===== src/rtl/anc_lms_ctrl.sv =====
// Per-sample LMS step controller in front of the adaptive FIR: takes one sample set,
// forms the Q1.15 weight step mu*e, starts the FIR, and captures its result.
module anc_lms_ctrl #(
    parameter int TIMEOUT_CYC = 300,
    parameter int CW          = 9
) (
    input  logic        clk,
    input  logic        rst_n,
    input  logic        sample_valid,
    output logic        sample_ready,
    input  logic [15:0] x_sample,
    input  logic [15:0] e_sample,
    input  logic [15:0] a_sample,
    input  logic [15:0] mu,
    input  logic        adapt_en,
    output logic        fir_go,
    output logic [15:0] x_in,
    output logic [15:0] a_in,
    output logic [15:0] weight_adjust,
    input  logic        fir_done,
    input  logic [15:0] fir_out_sample,
    output logic [15:0] y_out,
    output logic        y_valid,
    output logic        busy,
    output logic        overrun,
    output logic        timeout,
    input  logic        clr_flags,
    output logic [1:0]  state_dbg
);
    // Sample handshake: a set is taken on any clock where sample_valid && sample_ready;
    // sample_valid while sample_ready is low is dropped and flagged as overrun.
    typedef enum logic [1:0] {
        IDLE = 2'd0,
        MUL  = 2'd1,
        GO   = 2'd2,
        WAIT = 2'd3
    } state_t;

    // Abort fires on the WAIT cycle in which the watchdog count reaches TIMEOUT_CYC.
    localparam logic [CW-1:0] LP_CNT_LAST = CW'(TIMEOUT_CYC - 1);

    state_t             r_state;
    logic signed [15:0] r_e;
    logic signed [15:0] r_mu;
    logic               r_adapt;
    logic [CW-1:0]      r_cnt;
    logic               r_ready;
    logic               r_busy;
    logic               r_fir_go;
    logic               r_y_valid;
    logic               r_overrun;
    logic               r_timeout;
    logic [15:0]        r_x_in;
    logic [15:0]        r_a_in;
    logic [15:0]        r_wadj;
    logic [15:0]        r_y_out;

    logic               w_accept;
    logic               w_drop;
    logic               w_timeout_evt;
    logic signed [31:0] w_prod;
    logic signed [16:0] w_prod_q;
    logic [15:0]        w_wadj_sat;

    assign w_accept      = sample_valid && r_ready;
    assign w_drop        = sample_valid && !r_ready;
    assign w_timeout_evt = (r_state == WAIT) && !fir_done && (r_cnt == LP_CNT_LAST);

    assign w_prod   = 32'(r_mu) * 32'(r_e);
    assign w_prod_q = 17'(w_prod >>> 15);

    // The 17-bit Q1.15 result fits in 16 bits only when its top two bits agree.
    always_comb begin
        w_wadj_sat = w_prod_q[15:0];
        if (w_prod_q[16] != w_prod_q[15]) begin
            w_wadj_sat = w_prod_q[16] ? 16'h8000 : 16'h7FFF;
        end
    end

    always_ff @(posedge clk or negedge rst_n) begin
        if (!rst_n) begin
            r_state   <= IDLE;
            r_e       <= '0;
            r_mu      <= '0;
            r_adapt   <= 1'b0;
            r_cnt     <= '0;
            r_ready   <= 1'b1;
            r_busy    <= 1'b0;
            r_fir_go  <= 1'b0;
            r_y_valid <= 1'b0;
            r_overrun <= 1'b0;
            r_timeout <= 1'b0;
            r_x_in    <= '0;
            r_a_in    <= '0;
            r_wadj    <= '0;
            r_y_out   <= '0;
        end else begin
            r_fir_go  <= 1'b0;
            r_y_valid <= 1'b0;
            case (r_state)
                IDLE: begin
                    if (w_accept) begin
                        r_x_in  <= x_sample;
                        r_a_in  <= a_sample;
                        r_e     <= e_sample;
                        r_mu    <= mu;
                        r_adapt <= adapt_en;
                        r_ready <= 1'b0;
                        r_busy  <= 1'b1;
                        r_state <= MUL;
                    end
                end
                MUL: begin
                    r_wadj   <= r_adapt ? w_wadj_sat : 16'h0000;
                    r_fir_go <= 1'b1;
                    r_state  <= GO;
                end
                GO: begin
                    r_cnt   <= '0;
                    r_state <= WAIT;
                end
                WAIT: begin
                    if (fir_done) begin
                        r_y_out   <= fir_out_sample;
                        r_y_valid <= 1'b1;
                        r_ready   <= 1'b1;
                        r_busy    <= 1'b0;
                        r_state   <= IDLE;
                    end else if (r_cnt == LP_CNT_LAST) begin
                        r_ready <= 1'b1;
                        r_busy  <= 1'b0;
                        r_state <= IDLE;
                    end else begin
                        r_cnt <= r_cnt + CW'(1);
                    end
                end
                default: r_state <= IDLE;
            endcase

            // A new flag event outranks a clear in the same cycle.
            if (w_drop) begin
                r_overrun <= 1'b1;
            end else if (clr_flags) begin
                r_overrun <= 1'b0;
            end
            if (w_timeout_evt) begin
                r_timeout <= 1'b1;
            end else if (clr_flags) begin
                r_timeout <= 1'b0;
            end
        end
    end

    assign sample_ready  = r_ready;
    assign busy          = r_busy;
    assign fir_go        = r_fir_go;
    assign x_in          = r_x_in;
    assign a_in          = r_a_in;
    assign weight_adjust = r_wadj;
    assign y_out         = r_y_out;
    assign y_valid       = r_y_valid;
    assign overrun       = r_overrun;
    assign timeout       = r_timeout;
    assign state_dbg     = r_state;
endmodule


===== config.mk =====
export PLATFORM = sky130hd
export DESIGN_NAME = anc_lms_ctrl
export DESIGN_NICKNAME = d
export VERILOG_FILES = /design/src/rtl/anc_lms_ctrl.sv
export SDC_FILE = /design/constraint.sdc
export NUM_CORES = 1
export LEC_CHECK = 0
export BUFFER_PORTS_ARGS = -buffer_cell sky130_fd_sc_hd__buf_2
export CAP_MARGIN = 40
export CORE_MARGIN = 2
export CORE_UTILIZATION = 35
export DETAILED_ROUTE_END_ITERATION = 7
export PLACE_DENSITY = 0.55
export SLEW_MARGIN = 15
export SYNTH_ARGS = -nofsm -noshare
export SYNTH_HDL_FRONTEND = slang
export SYNTH_SLANG_ARGS = --single-unit

===== constraint.sdc =====
create_clock -name clk -period 7.51 [get_ports clk]
set_input_delay 0 -clock clk [delete_from_list [all_inputs] [get_ports clk]]
set_output_delay 0 -clock clk [all_outputs]
set_load 0.01 [all_outputs]

==> impl_results.md <==
* Status: finished clean
* Area after DPL at around 16000 um^2
* Most frequent CP cell: fa_1
* Most common cell after layout, fill and taps aside: inv_1
* RSZ-0062 raised after global routing: no
* Port Buffers at between 150 and 200
* Final instance area at roughly 17000 um^2
* Crit-path cells: nand2_1 > fa_1 > inv_1 > fa_1 > fa_1 > inv_1 > fa_1 > fa_1 > fa_1 > inv_1 > ha_1 > and3_1 > a221oi_1 > o221ai_1 > o21ba_4 > xor2_2 > nor4_4 > a221o_2
* Final non-filler cell total at ~2100
* Cells after Synth at between 1000 and 1500
* Share of flip-flops with an asynchronous set or reset at 100%
* Slew Limit Fails at 0
* Distinct cells, synth at 55
* Syn avg cell area at around 10 um^2
* Worst-path clk slew at ~0.060 ns
* Final Setup Violations at 0
* H-tree depth at 4
* Yosys top cell by area: fa_1
* Global-route wire length before repair at between 50000 and 60000 um
* Worst endpoint required time at 7.86 ns
* Die Wd at 205 um
* Number of synthesized flops with an enable pin at 0
* Overall routing resource usage at a little under a fifth
* Vias in the first global route at ~11000
* Hold Path Class: in2async
* Root buf cell: clkbuf_16
* Synth area leaders: fa_1 (37%), dfrtp_1 (20%), inv_1 (8.2%)
* Slew @ Worst Pin at about 0.8 ns
* CORE AREA at 39700 um^2
* Sequential fraction of the synthesis area at 20.2%
* Register area at between 2000 and 3000 um^2
* Commonest cells after routing, fill and taps aside: inv_1 (310), fa_1 (261), buf_2 (156)
* # DRC at 0
* Hpwl dp at between 20000 and 30000 um
* Io pins at around 160
* CTS tree: yes
* Fill count at about 3800
* Setup crit start kind: register
* Die ar. at 42000 um^2
* Maximum clock insertion buffer count at 2
* Die height at approximately 200 um
* Post-synthesis register bit count at 114
* DR iter-0 viols at approximately 490
* Initial Util at between 30% and 40%
* TritonCTS Buffers at 17
* Synth Cell Area at around 14000 um^2
* Worst slew margin at 45.3%
* Crit path time final at a little under 7 ns
* Via density at between 4 and 5
* Hold Fails Final Rpt at 0
* Worst setup path class: reg2reg
* CP max stage delay at between 0.7 and 0.8 ns
* Worst EP arrival at 7.31 ns
* Initial antenna violation count at 0
* Worst-skew pair later-pin latency at ~0.42 ns
* DRT Pass-1 Iters at 5
* Layout Nets at between 2000 and 2500
* Critical path capture point type: register
* Syn Nets at roughly 1800
* Area delta synth->final at 20.6%
* Skew final at roughly 0.012 ns
* Yosys top cell area share at 37.0%
* Number of diodes at 0
* Final WL at 35500 um
* FMAX at 0.144 GHz
* Placed insts at 2017
* Number of routed nets with antenna violations at 0
* GR Overflow Total at 0
* Max-Cap Viols at 0
* Top delay family on crit path: adder cells
* Worst hold slack at just under 0.2 ns
* Via Count at 10100
* Synth warnings at 0
* CTS Sinks at 114
* Row cnt at 73
* Top FF cell, synth: dfrtp_1
* Post-CTS repair timing setup buffer count at 0
* Gpl congestion at 0.813
* Area of the multi-input gates at between 9000 and 10000 um^2
* Largest net degree at the start of global routing at 59
* Routed WL per cell at around 17 um
* Tcrit/Tclk final at about 93%
* Buffers and inverters on the worst path at 3
* Critical path fanouts, max at 17
* Share of cells above drive strength 1 at approximately a fifth
* CP max-delay cell: nor4_4
* Setup TNS at 0 ns
-- metal layers --
layer | part of all wire (%) | vias to the layer above | wire length, um | global-route usage (%)
met1 | 42 | 5192 | 15100 | 23.3
met2 | 52 | 208 | 18500 | 31.8
met4 | 1.9 | 0 | 677 | 4.63
met3 | 3.6 | 49 | 1260 | 2.26
met5 | 0 | - | 0 | 0
li1 | - | 4603 | - | -
-- sequential cells by signal, indices dropped and copies added, names as in the netlist --
name	flops
a_in	16
r_e	16
r_mu	16
weight_adjust	16
x_in	16
y_out	16
r_cnt	9
state_dbg	2
busy	1
fir_go	1
overrun	1
r_adapt	1
sample_ready	1
timeout	1
y_valid	1
-- cells in the mapped netlist, drive strengths merged (3+ instances only) --
cell and n:
a211oi 6, a21o 4, a21oi 29, a221o 15, a31oi 3, and2 120, and3 3, buf 7
clkbuf 41, dfrtp 113, fa 261, ha 85, inv 310, mux2 82, nand2 149, nand2b 7
nand3 7, nand4 6, nor2 29, o211ai 6, o21ai 16, o21bai 3, o22ai 3, or3 3
xnor2 17, xor2 13
-- metrics by stage --
step                util [%]  setup WS [ns]
floorplan                  -           1.11
global placement        39.1          0.629
detailed placement      39.1          0.560
CTS                     42.8          0.526
global route            42.8         0.0933
finish                  42.8          0.549
-- final timing paths --
kind                       slack [ns]            startpoint                            end  cells after the start
setup / recovery                 0.55    r_e[4]$_DFFE_PN0P_  weight_adjust[11]$_DFFE_PN0P_                     18
hold / removal                   0.20                 rst_n           y_out[3]$_DFFE_PN0P_                      2
setup reg to reg                 0.55    r_e[4]$_DFFE_PN0P_  weight_adjust[11]$_DFFE_PN0P_                     18
hold reg to reg                  0.50  y_out[9]$_DFFE_PN0P_           y_out[9]$_DFFE_PN0P_                      1
max in group asynchronous        6.05                 rst_n  weight_adjust[11]$_DFFE_PN0P_                      3
min in group clk                 0.34           e_sample[6]             r_e[6]$_DFFE_PN0P_                      3
-- layout make-up --
cell class	count	share of cell area, %
Clock buffer	19	2.60
Multi-Input combinational cell	890	58.2
Tap cell	525	3.86
Clock inverter	13	1.02
Sequential cell	114	16.8
Inverter	310	6.84
Timing Repair Buffer	264	10.7
-- logic make-up (layout without fill, tap and decap cells) --
| family | count (synthesis) | count (layout) | synth area share, % |
|---|---|---|---|
| fa+ha+maj | 346 | 346 | 44.6 |
| simple gates | 333 | 333 | 11.7 |
| mux | 82 | 82 | 6.54 |
| xor+xnor | 30 | 30 | 1.91 |
| buf+inv | 358 | 606 | 9.69 |
| flops | 114 | 114 | 20.2 |
| compound gates | 99 | 99 | 5.36 |
-- repair_timing --
item,CTS,global route
endpoints found under the hold margin,140,0
resized for setup,0,0
hold buffers,86,0
Power is not shown: default switching activity piles up to over one toggle a cycle in this logic, so the estimate is an artifact.
